$ cat src/rtl/traffic_pkg.sv
// Shared types and lamp encodings for the intersection phase controller.
package traffic_pkg;

  typedef enum logic [2:0] {
    ST_INIT        = 3'd0,
    ST_MAIN_GREEN  = 3'd1,
    ST_MAIN_YELLOW = 3'd2,
    ST_RED_A       = 3'd3,
    ST_SIDE_GREEN  = 3'd4,
    ST_SIDE_YELLOW = 3'd5,
    ST_RED_B       = 3'd6,
    ST_PED_WALK    = 3'd7
  } phase_state_t;

  localparam logic [2:0] LAMP_RED    = 3'b100;
  localparam logic [2:0] LAMP_YELLOW = 3'b010;
  localparam logic [2:0] LAMP_GREEN  = 3'b001;

endpackage

$ cat src/rtl/traffic_phase_controller_request_latch.sv
// Sticky pedestrian request flag; a new request on the clearing edge survives.
module phase_request_latch (
  input  logic clock,
  input  logic reset_sync,
  input  logic set_req,
  input  logic clear_req,
  output logic pending
);

  always_ff @(posedge clock or posedge reset_sync) begin
    if (reset_sync)
      pending <= 1'b0;
    else if (set_req)
      pending <= 1'b1;
    else if (clear_req)
      pending <= 1'b0;
  end

endmodule

$ cat src/rtl/traffic_phase_controller.sv
// Two-road intersection sequencer driving an external countdown phase timer.
module traffic_phase_controller
  import traffic_pkg::*;
#(
  parameter logic [3:0] T_MAIN_GREEN = 4'd8,
  parameter logic [3:0] T_SIDE_GREEN = 4'd5,
  parameter logic [3:0] T_YELLOW     = 4'd2,
  parameter logic [3:0] T_ALL_RED    = 4'd1,
  parameter logic [3:0] T_WALK       = 4'd6
) (
  input  logic       clock,
  input  logic       reset_sync,
  input  logic       timer_expired,
  input  logic       car_side,
  input  logic       ped_request,
  output logic [3:0] timer_value,
  output logic       timer_start,
  output logic [2:0] main_light,
  output logic [2:0] side_light,
  output logic       walk
);

  phase_state_t state, state_next;
  logic         advance;
  logic         start_next;
  logic [3:0]   value_next;
  logic [2:0]   main_next, side_next;
  logic         walk_next;
  logic         ped_pending;
  logic         clear_ped;

  // An expiry landing on our own load pulse belongs to the previous phase.
  assign advance   = timer_expired && !timer_start;
  assign clear_ped = start_next && (state_next == ST_PED_WALK);

  phase_request_latch u_ped_latch (
    .clock      (clock),
    .reset_sync (reset_sync),
    .set_req    (ped_request),
    .clear_req  (clear_ped),
    .pending    (ped_pending)
  );

  always_comb begin
    state_next = state;
    start_next = 1'b0;
    if (state == ST_INIT) begin
      state_next = ST_RED_B;
      start_next = 1'b1;
    end else if (advance) begin
      start_next = 1'b1;
      case (state)
        ST_MAIN_GREEN:  state_next = (car_side || ped_pending) ? ST_MAIN_YELLOW : ST_MAIN_GREEN;
        ST_MAIN_YELLOW: state_next = ST_RED_A;
        ST_RED_A:       state_next = car_side ? ST_SIDE_GREEN : ST_RED_B;
        ST_SIDE_GREEN:  state_next = ST_SIDE_YELLOW;
        ST_SIDE_YELLOW: state_next = ST_RED_B;
        ST_RED_B:       state_next = ped_pending ? ST_PED_WALK : ST_MAIN_GREEN;
        ST_PED_WALK:    state_next = ST_MAIN_GREEN;
        default:        state_next = ST_INIT;
      endcase
    end
  end

  // Duration and lamps are decoded from the upcoming state so they land with the start pulse.
  always_comb begin
    value_next = timer_value;
    main_next  = LAMP_RED;
    side_next  = LAMP_RED;
    walk_next  = 1'b0;
    if (start_next) begin
      case (state_next)
        ST_MAIN_GREEN:                value_next = T_MAIN_GREEN;
        ST_SIDE_GREEN:                value_next = T_SIDE_GREEN;
        ST_MAIN_YELLOW, ST_SIDE_YELLOW: value_next = T_YELLOW;
        ST_PED_WALK:                  value_next = T_WALK;
        default:                      value_next = T_ALL_RED;
      endcase
    end
    case (state_next)
      ST_MAIN_GREEN:  main_next = LAMP_GREEN;
      ST_MAIN_YELLOW: main_next = LAMP_YELLOW;
      ST_SIDE_GREEN:  side_next = LAMP_GREEN;
      ST_SIDE_YELLOW: side_next = LAMP_YELLOW;
      ST_PED_WALK:    walk_next = 1'b1;
      default:        ;
    endcase
  end

  always_ff @(posedge clock or posedge reset_sync) begin
    if (reset_sync) begin
      state       <= ST_INIT;
      timer_start <= 1'b0;
      timer_value <= 4'd0;
      main_light  <= LAMP_RED;
      side_light  <= LAMP_RED;
      walk        <= 1'b0;
    end else begin
      state       <= state_next;
      timer_start <= start_next;
      timer_value <= value_next;
      main_light  <= main_next;
      side_light  <= side_next;
      walk        <= walk_next;
    end
  end

endmodule

$ cat config.mk
export PLATFORM = sky130hd
export DESIGN_NAME = traffic_phase_controller
export DESIGN_NICKNAME = d
export VERILOG_FILES = /design/src/rtl/traffic_pkg.sv /design/src/rtl/traffic_phase_controller_request_latch.sv /design/src/rtl/traffic_phase_controller.sv
export SDC_FILE = /design/constraint.sdc
export NUM_CORES = 1
export LEC_CHECK = 0
export CORE_MARGIN = 3
export CORE_UTILIZATION = 35
export CTS_CLUSTER_SIZE = 20
export DETAILED_ROUTE_END_ITERATION = 6
export PLACE_DENSITY = 0.64
export SLEW_MARGIN = 20
export SYNTH_ARGS = -nofsm -noshare
export SYNTH_HDL_FRONTEND = slang
export SYNTH_SLANG_ARGS = --single-unit
$ cat constraint.sdc
create_clock -name clock -period 1.4 [get_ports clock]
set_input_delay 0.28 -clock clock [delete_from_list [all_inputs] [get_ports clock]]
set_output_delay 0.28 -clock clock [all_outputs]
set_load 0.02 [all_outputs]
==> results.md <==
* Drt first pass iters at 4
* Min cycle time layout at 1.374 ns
* Core area at 0.002102 mm²
* Layout area overhead at 42.21%
* Critical path type: in -> reg
* Synth cell types at 34
* Fin. max-slew vios at 0
* R2R Path Start: timer_start
* Min-Delay Path Class: in -> async
* Reg2reg setup slack at 0.07 ns
* Buffers plus inverters on the worst setup path at 2
* Vias in the first global route at 753
* Worst rel slew slack at 0.7905
* Worst vdd ir at 1.091 mV
* Setup WS post-layout at 0.02580 ns
* H-tree levels at 1
* Die Wd at 54.61 µm
* Pwr/cell area at 2001 mW/mm²
* Initial antenna violation count at 0
* Worst r2r dst: state[1]
* Gr usage total at 0.1514
* Avg WL per Cell at 13.21 µm
* Seq/Total Area, Yosys at 0.4871
* Via count at 773
* First-pass GRT wire length at 3.160 mm
* I/O pins at 17
* Worst Skew at 0.001684 ns
* Crit Path Max Fanout at 2
* NetSw at 0.9493 mW
* Cell Rows at 16
* CP startpoint kind: input port
* Total power at 2.353 mW
* NumNets Final at 129
* Largest net degree at the start of global routing at 16
* Post-route ant nets at 0
* Reg clk slew, reported paths at 0.09 ns
* R2R depth at 5
* Final setup viols at 0
* CP Cell Sequence: clkdlybuf4s50_1 -> buf_4 -> nand2b_2 -> or3_1 -> a21o_1 -> a31oi_2
* Place WS at -0.2771 ns
* I/O Buffers at 16
* Max Cap Violations at 0
* Crit-path max cell delay at 0.49 ns
* Sequential power share at 0.317
* Worst skew pair latency at 0.29 ns
* Yosys reg bits at 16
* Static Leakage at 0.5667 nW
* Slowest cell on the critical path: clkdlybuf4s50_1
* Mapped Nets at 92
* DP HPWL at 1.491 mm
* Iter 0 DRT Violations at 20
* FMAX at 727.7 MHz
* Routability-driven placement congestion ratio at 0.8280
* Layout fillers at 200
* Worst EP required at 1.62 ns
* Die height at 54.61 µm
* Ant diodes at 0
* Mapped Cells at 87
* WL final at 1.981 mm
* Syn. warnings at 0
* Proportion of layout cells with a drive suffix above 1 at 0.3171
* Num CTS Buffers at 3
* CP top delay family: buffers and inverters
* Final Hold Vio Count at 0
* Initial core utilization at 0.3935
* Status: completed
* Switching share of power at 0.4034
* Worst-margin pin slew at 0.3139 ns
* Die area at 0.002982 mm²
* Via density at 5.153
* Cell area after synthesis at 827.0 µm²
* Int Power at 1.404 mW
* Sink Count at 16
* Post-synthesis area per instance at 9.506 µm²
* Deepest clock path buffer count at 2
* CP Capture Type: register
* Count of hold-fix buffers inserted at cts at 0
* Fin util at 0.5595
* Worst hold slack at 0.2406 ns
* Combinational power share at 0.555
* CTS tree: built
* Crit share post-route at 0.9816
* Root Driver: clkbuf_4
* Total gr overflow at 0
* Power share of the clock group at 0.128
* # DRC at 0
* Worst EP arrival at 1.59 ns
==> repair_timing <==
action                                  CTS  global route
endpoints found under the setup margin   13             6
buffers inserted                          0             0
resized for setup                        15             7
pin swaps                                 0             2
==> flip-flops by register name (all words and copies together), names as in the netlist <==
| signal | flops |
|---|---|
| walk | 1 |
| side_light | 3 |
| timer_value | 4 |
| timer_start | 1 |
| main_light | 3 |
| state | 3 |
| u_ped_latch.pending | 1 |
==> synthesized netlist by cell type <==
cell | instances | area share
nor3_1 | 2 | 0.012
a21boi_0 | 1 | 0.0091
a31oi_2 | 1 | 0.015
nand2b_1 | 5 | 0.038
a21oi_1 | 8 | 0.048
or2_0 | 1 | 0.0076
buf_4 | 1 | 0.0091
o221ai_1 | 2 | 0.021
and2b_1 | 1 | 0.0091
clkbuf_1 | 1 | 0.0045
or3_1 | 3 | 0.023
dfstp_2 | 2 | 0.064
o21ai_0 | 8 | 0.048
inv_1 | 4 | 0.018
nand2b_2 | 1 | 0.011
a221oi_1 | 1 | 0.011
a21bo_2 | 1 | 0.012
nor2_1 | 7 | 0.032
inv_2 | 1 | 0.0045
o311a_1 | 1 | 0.012
nand2_1 | 6 | 0.027
buf_2 | 2 | 0.012
clkbuf_8 | 1 | 0.017
a21o_1 | 2 | 0.018
a22oi_1 | 1 | 0.0091
o22a_1 | 1 | 0.011
o211ai_1 | 1 | 0.0091
nand3_1 | 1 | 0.0060
o21ai_2 | 1 | 0.011
buf_6 | 1 | 0.014
a31oi_1 | 1 | 0.0076
dfrtp_1 | 14 | 0.42
a211oi_1 | 1 | 0.0091
nand3b_1 | 2 | 0.018
==> through the flow <==
| stage | instances | setup TNS (ns) | cell area (µm²) |
|---|---|---|---|
| 2_1_floorplan | 87 | 0 | 827.0 |
| 3_3_place_gp | 146 | -2.078 | 1140 |
| 3_5_place_dp | 146 | -2.347 | 1140 |
| 4_1_cts | 150 | 0 | 1167 |
| 5_1_grt | 150 | -0.01193 | 1176 |
| 6_report | 150 | 0 | 1176 |
==> cell families after synthesis <==
logic type             synth area share
DFF                              0.4871
buffers and inverters           0.07865
AOI/OAI and AO/OA                0.2512
and+or+nand+nor                  0.1831
==> final cells by class <==
class                   instances  area, µm²  share of cell area
well taps                      27      33.78             0.02872
inverters                       5      18.77             0.01596
repair buffers                 38      302.8              0.2574
flip-flops and latches         16      402.9              0.3426
multi-input cells              60      381.6              0.3245
clock buffers                   4      36.28             0.03085
==> worst register-to-register path, delay by kind of cell (launching register included) <==
family	cells	cell delay (ns)
AOI/OAI and AO/OA	3	0.42
DFF	1	0.38
and+or+nand+nor	1	0.28
buffers and inverters	1	0.15
==> power groups by stage <==
stage	registers, mW	clock network, mW	logic, mW
2_1_floorplan	0.922	0	0.634
3_3_place_gp	0.759	0	1.35
3_5_place_dp	0.758	0	1.37
4_1_cts	0.747	0.317	1.29
5_1_grt	0.770	0.341	1.42
6_report	0.746	0.302	1.31
==> per-layer routing <==
layer,routed length [µm],global-route usage
met1,843,0.1669
met2,988,0.2539
met3,125,0.05995
met4,24,0.06639
met5,0,0
==> layout by cell type (no fill, tap or decap), drive strengths merged <==
cell and count:
o22a 1, or3 3, nand3 1, a31oi 2
buf 22, nand2b 6, and2b 1, nor2 7
o21ai 9, dfstp 2, a211oi 1, o311a 1
dfrtp 14, a22oi 1, o221ai 2, a21oi 8
clkbuf 6, a21o 2, a21bo 1, clkdlybuf4s50 4
a221oi 1, a21boi 1, nand2 6, dlygate4sd2 10
inv 5, nor3 2, or2 1, o211ai 1
nand3b 2
==> worst max path at each step <==
| stage | from | endpoint | depth (start not counted) |
|---|---|---|---|
| floorplan | timer_start | timer_value[2] | 4 |
| global placement | timer_expired | timer_value[0] | 5 |
| CTS | side_light[2] | side_light[2] | 1 |
| global route | timer_expired | state[1] | 6 |
| finish | timer_expired | timer_value[2] | 6 |
| detailed placement | timer_expired | timer_value[2] | 6 |
Note: power is estimated with default switching activity, not from simulation.
